--- src/rtl/sat_counter.sv ---
// Saturating event counter with synchronous clear; clear beats increment.
module sat_counter #(
    parameter int unsigned CNT_W = 8
) (
    input  logic             ck,
    input  logic             res,
    input  logic             inc,
    input  logic             clr,
    output logic [CNT_W-1:0] value
);

    localparam logic [CNT_W-1:0] MAX_VAL = '1;

    logic [CNT_W-1:0] value_q;
    logic [CNT_W-1:0] value_d;

    // Next value: clear, else increment unless already at the ceiling
    always_comb begin
        value_d = value_q;
        if (clr) begin
            value_d = '0;
        end else if (inc && (value_q != MAX_VAL)) begin
            value_d = value_q + CNT_W'(1);
        end
    end

    // Counter register
    always_ff @(posedge ck or negedge res) begin
        if (!res) begin
            value_q <= '0;
        end else begin
            value_q <= value_d;
        end
    end

    assign value = value_q;

endmodule

--- config.mk ---
export PLATFORM = sky130hd
export DESIGN_NAME = sat_counter
export DESIGN_NICKNAME = d
export VERILOG_FILES = /design/src/rtl/sat_counter.sv
export SDC_FILE = /design/constraint.sdc
export NUM_CORES = 1
export LEC_CHECK = 0
export ABC_AREA = 1
export CORE_AREA = 2 2 39 41
export DETAILED_ROUTE_END_ITERATION = 6
export DIE_AREA = 0 0 41 43
export MAX_ROUTING_LAYER = met4
export RECOVER_POWER = 25
export SLEW_MARGIN = 5
export SYNTH_ARGS = -nofsm -noshare
export SYNTH_HDL_FRONTEND = slang
export SYNTH_SLANG_ARGS = --single-unit
--- constraint.sdc ---
create_clock -name ck -period 1.5 [get_ports ck]
set_input_delay 0.45 -clock ck [delete_from_list [all_inputs] [get_ports ck]]
set_output_delay 0.45 -clock ck [all_outputs]
set_load 0.1 [all_outputs]
======== Word-level counts from Yosys, hierarchy flattened ========
Index checks and enable logic that the tools add are counted.
word-level totals
  flip-flop bits (word level) ............. 8
  output and inout port bits .............. 8
  input port bits ......................... 4
  logic and storage cells ................. 7
operators by class
  eq/ne operators ......................... 1
  reduce and logical (&&, ||, !) cells .... 2
  mux-type cells .......................... 2
  add/sub/neg operators ................... 1
operators by type and width
  operator                                       number
  two-way mux 8 bit                              2
  adder 8 x 1 -> 8 bit (second input constant)   1
  inequality test 8 bit (second input constant)  1
  nonzero test 2 bit                             1
  logical AND 1 bit                              1

======== Longest topological paths before layout ========
Gate-level depths: netlist of the first run.
  word-level depth ........................ 4
  mapped depth ............................ 9
  mapped depth without buffers ............ 9

======== Worst setup path after synthesis of the first run ========
Ideal clock, no wire load.
  path type ............................... register -> register
  start ................................... register value_q[1] (netlist: value[1])
  end ..................................... register value_q[3] (netlist: value[3])
  arrival ................................. 1.882 ns
  slack ................................... -0.450 ns
  stages on the path, launching flop included .. 10
  required time ........................... 1.432 ns
  setup time .............................. 0.068 ns
  cells stage by stage .................... dfrtp_1 > ha_1 > nand2_2 > nor2_2 > nand2_1 > nand2_2 > nand2_4 > clkinv_4 > nand2_1 > nand2_1
on the way
  cells in the longest elaborated chain, start to end .. 3
  elaborated cells on any way between the ends .. 6
  classes of those cells .................. add/sub (1); eq/ne (1); mux (2); reduce/logical (2)
RTL lines
  element                                                        RTL line  RTL
  start: declaration                                             14        logic [CNT_W-1:0] value_q;
  start signal: assignment                                       32        value_q <= value_d;
  adder 8 x 1 -> 8 bit or inequality test 8 bit (tied branches)  23, 22
  two-way mux 8 bit or logical AND 1 bit (tied branches)         22        end else if (inc && (value_q != MAX_VAL)) begin
  two-way mux 8 bit or nonzero test 2 bit (tied branches)        n/a
Several ways; a longest one is shown, not always the timed one. The select of a mux whose other input is x is not followed.
A chain may end at the register's enable or synchronous reset.

======== Worst setup path in the final report of the first run ========
  start ................................... register value_q[1] (netlist: value[1])
  end ..................................... output port value[1]
RTL lines
  element           RTL line  RTL
  end: declaration  9         output logic [CNT_W-1:0] value
No word-level cell between the ends.

==> run summary, run 1 <==
Die W = 41 um
Critical Path Stages = 1
Total Nets Final = 99
Fin crit share = 0.943
DP Area = 768 um^2
Max clock buf depth = 2
DR pass1 iterations = 4
Top cell type's share of synthesized area = 0.391
Layout cells sized above 1 = 0.348
CP required = 1050 ps
First-pass GRT wire length = 2280 um
Yosys cell types = 15
Initial drt markers = 9
Slew HR = 0.740
Run status = finished, final reports clean
Crit Path Class = flop to output pin
CP max FO = 5
Die area = 0.00176 mm^2
Critical path arrival = 960 ps
Leading cell type in the layout, fill and taps excluded = nand2_1
Starting Density = 0.370
CORE AREA = 0.00138 mm^2
Startpoint Class = flop
Max cap viols = 0
H-tree depth = 1
Worst clock skew = 5.23 ps
Vias in the first global route = 508
Crit-path cells = buf_12
Slowest CP cell = dfrtp_4
Clk slew on worst S/H paths = 60 ps
CP top delay family = flip-flops
Synth area leader = dfrtp_1
WL/cell = 12.1 um
Nature of the critical path endpoint = output pin
Post-layout min period = 1410 ps
Pleak = 0.373 nW
Row count = 14
Syn nets = 79
Synth Instances = 74
Share of the yosys chip area belonging to registers = 0.391
Initial antenna violation count = 0
Top post-synthesis cells by area = dfrtp_1, nand2_1, nand3_1, inv_1, a21oi_1
Post-Syn Area = 512 um^2
Clk sinks = 8
GR Overflow Total = 0
Top-Level Pins = 12
Clock latency on the worst-skew pair = 270 ps
CTS tree = done
Max-slew violation count = 0
DR DRC count = 0
Setup violators final = 0
Die Height = 43 um
Worst VDD drop = 0.000505 V
Syn Area/Cell = 6.92 um^2
R2R depth = 8
Clock root buffer = clkbuf_4
Number of flip-flops in the largest register = 8
Vias per inst = 4.91
Synthesis-stage register bit count = 8
Total global-route track usage = 0.205
Post-DRT Antenna Nets = 0
Routed WL = 1300 um
Unrepaired setup endpoints after global routing = no
Final Hold Vio Count = 0
Placer Congestion = 0.874
Design Area, Final = 811 um^2
Hold-fix buffers at CTS = 0
Worst slew pin tran = 389 ps
Area growth, synth to finish = 58.4%
FF-to-FF Start = value[1]
Yosys warnings = 0
Largest net degree at the start of global routing = 9
Hpwl dp = 951 um
Worst hold slack = 539 ps
F_max = 707 MHz
CTS buffer count = 3
I/O Buffers = 11
Worst stage delay on the critical path = 520 ps
Worst setup path start = value[1]
Pwr Density = 744 mW/mm^2
# diodes = 0
Worst Hold Class = primary input to async pin
Routed via count = 530
Most frequent cells in the layout = nand2_1, inv_1, nand3_1
Crit path buf inv count = 1
[worst paths after layout]
kind                            end  slack, ps
min in group ck            value[3]        560
min reg2reg                value[3]        560
max                        value[1]         90
max reg2reg                value[0]        100
min                        value[7]        540
max in group asynchronous  value[1]        650
[per-stage QoR]
stage               setup TNS (ps)  utilization  instances  setup slack, ps  power (mW)
detailed placement           -32.2        0.555        103            -32.2       0.425
CTS                              0        0.571        106             81.6       0.601
finish                           0        0.586        108             85.4       0.603
global route                     0        0.586        108             12.7       0.634
global placement                 0        0.555        103             18.0       0.424
floorplan                        0            -         74             34.2       0.349
[report_power, final]
group,internal [mW],switching (mW)
logic,0.0657,0.109
registers,0.229,0.0214
clock network,0.0925,0.0862
[synth_stat cells, drive strengths merged]
cell and number:
a21oi 5, clkinv 1, dfrtp 8, ha 1, inv 10, nand2 28, nand3 9, nor2 7
nor3 2, o21ai 1, o21bai 2
[repair_timing]
item,in CTS,in global routing
resized for setup,0,1
setup buffers,0,2
setup endpoints to repair,0,4
[final cells by class]
type / instances / area, um^2
tap: 16 / 20.0
inverter: 11 / 46.3
clock buffer: 3 / 22.5
multi-input combinational: 55 / 287
fill: 125 / 573
timing repair buffer: 15 / 220
sequential: 8 / 215
[metal layers]
metal	track usage	share of wire	wire length, um	vias to the layer above
met2	0.272	0.44	570	14
met1	0.274	0.49	643	244
li1	-	-	-	268
met3	0.0471	0.043	56	4
met4	0.120	0.025	32	0
met5	-	0	0	-
[kinds of logic after synthesis]
logic type | after synthesis | synth area share
AO/OA/AOI/OAI | 8 | 0.0953
adder cells (fa/ha/maj) | 1 | 0.0244
buffers and inverters | 11 | 0.0905
flip-flops | 8 | 0.391
AND/OR/NAND/NOR | 46 | 0.399
Power figures use the tool's default switching activity.
==> run 2, diff against run 1 <==
==> constraint.sdc (replaced) <==
create_clock -name ck -period 1.7 [get_ports ck]
set_input_delay 0.51 -clock ck [delete_from_list [all_inputs] [get_ports ck]]
set_output_delay 0.51 -clock ck [all_outputs]
set_load 0.1 [all_outputs]
==> run 2 against run 1 <==
  * Global-route usage fell by 2.9 points
  * Combinational power fell by 17%
  * Non-clock buffer count fell by 3
  * Largest power group unchanged
==> run summary, run 2 (same netlist as run 1, synthesis figures left out) <==
Layout cells sized above 1 = 0.278
H-tree depth = 1
Largest net degree at the start of global routing = 9
WL/cell = 11.5 um
Number of flip-flops in the largest register = 8
Max clock buf depth = 2
Final setup margin = 254 ps
Total Nets Final = 96
Vias per inst = 4.83
Setup_tns = 0 ps
Starting Density = 0.370
Placed Instances = 102
CTS tree = done
F_max = 691 MHz
Critical path arrival = 940 ps
Area growth, synth to finish = 49.1%
Placer Congestion = 0.920
Slowest CP cell = dfrtp_2
Pleak = 0.350 nW
Total global-route track usage = 0.175
Worst stage delay on the critical path = 470 ps
# diodes = 0
Post-DRT Antenna Nets = 0
Final core utilization = 0.552
Layout Cells excl Fill = 106
Worst clock skew = 9.37 ps
Final Hold Vio Count = 0
Leading cell type in the layout, fill and taps excluded = nand2_1
CTS resizes = 0
Die W = 41 um
Top-Level Pins = 12
Die area = 0.00176 mm^2
Die Height = 43 um
Reg power frac = 0.408
Setup violators final = 0
CP max FO = 7
# Post-CTS Setup Buffers = 0
Most frequent cells in the layout = nand2_1, inv_1, nand3_1
Combinational share of power = 0.273
Crit Path Class = flop to output pin
R2r setup slk = 270 ps
Worst Hold Class = flop to flop
Max-slew violation count = 0
Hpwl dp = 909 um
DR DRC count = 0
Fin crit share = 0.851
Initial drt markers = 7
Crit-path cells = buf_12
Clock share of power = 0.319
Worst VDD drop = 0.000467 V
Slew HR = 0.734
I/O Buffers = 11
Switching Fraction = 0.357
Worst slew pin tran = 398 ps
Unrepaired setup endpoints after global routing = no
Clk sinks = 8
CTS buffer count = 3
Initial antenna violation count = 0
Hold-fix buffers at CTS = 0
Pwr Density = 698 mW/mm^2
Routed WL = 1210 um
Clk slew on worst S/H paths = 60 ps
Max cap viols = 0
Run status = finished, final reports clean
Startpoint Class = flop
Dpl ws = 37.9 ps
Post-layout min period = 1450 ps
Switching Power = 190 uW
GR Overflow Total = 0
Nature of the critical path endpoint = output pin
DR pass1 iterations = 4
CORE AREA = 0.00138 mm^2
CP top delay family = flip-flops
Vias in the first global route = 463
Internal Power = 342 uW
CP required = 1190 ps
First-pass GRT wire length = 1960 um
Clock root buffer = clkbuf_4
Crit path buf inv count = 1
Routed via count = 512
Row count = 14
Clock latency on the worst-skew pair = 270 ps
-- run 2: changes by cell type in the layout (fill, tap and decap cells not counted), sizes merged --
cell    before  now
clkbuf       3    4
buf         12    9
-- run 2: final timing paths --
check / startpoint / depth (start not counted) / endpoint
min in group asynchronous: res / 1 / value[2]
worst min-delay path: value[3] / 2 / value[3]
max in group asynchronous: res / 1 / value[4]
worst min register to register: value[3] / 2 / value[3]
worst max register to register: value[0] / 7 / value[7]
worst max-delay path: value[5] / 1 / value[5]
-- run 2: through the flow --
stage	total power, mW	hold slack (ps)	area, um^2
2_1_floorplan	0.303	214	519
3_3_place_gp	0.367	545	737
3_5_place_dp	0.367	550	737
4_1_cts	0.537	542	763
5_1_grt	0.548	600	763
6_report	0.532	565	763
-- run 2: power by group through the flow --
stage / sequential (mW) / clock [mW] / combinational, mW
floorplan: 0.274 / 0 / 0.0286
global placement: 0.220 / 0 / 0.147
detailed placement: 0.220 / 0 / 0.147
CTS: 0.217 / 0.173 / 0.147
global route: 0.219 / 0.177 / 0.153
finish: 0.217 / 0.170 / 0.145
-- run 2: area by class of cell --
type                    instances  area (um^2)
repair buffers                 12          198
well taps                      16         20.0
flip-flops and latches          8          208
inverters                      11         46.3
fillers                       128          621
clock buffers                   4         26.3
multi-input cells              55          265
-- run 2: layer usage --
metal  track usage  share of wire
met3        0.0314          0.041
met5             -              0
met2         0.222           0.44
met4         0.140          0.038
met1         0.235           0.48
==> run 3, diff against run 2 <==
--- a/config.mk
+++ b/config.mk
@@ -9,6 +9,7 @@
 export CORE_AREA = 2 2 39 41
 export DETAILED_ROUTE_END_ITERATION = 6
 export DIE_AREA = 0 0 41 43
+export HOLD_SLACK_MARGIN = 0.12
 export MAX_ROUTING_LAYER = met4
 export RECOVER_POWER = 25
 export SLEW_MARGIN = 5
==> results of run 3 <==
The final DEF is identical to that of run 2; final timing and power are the same.
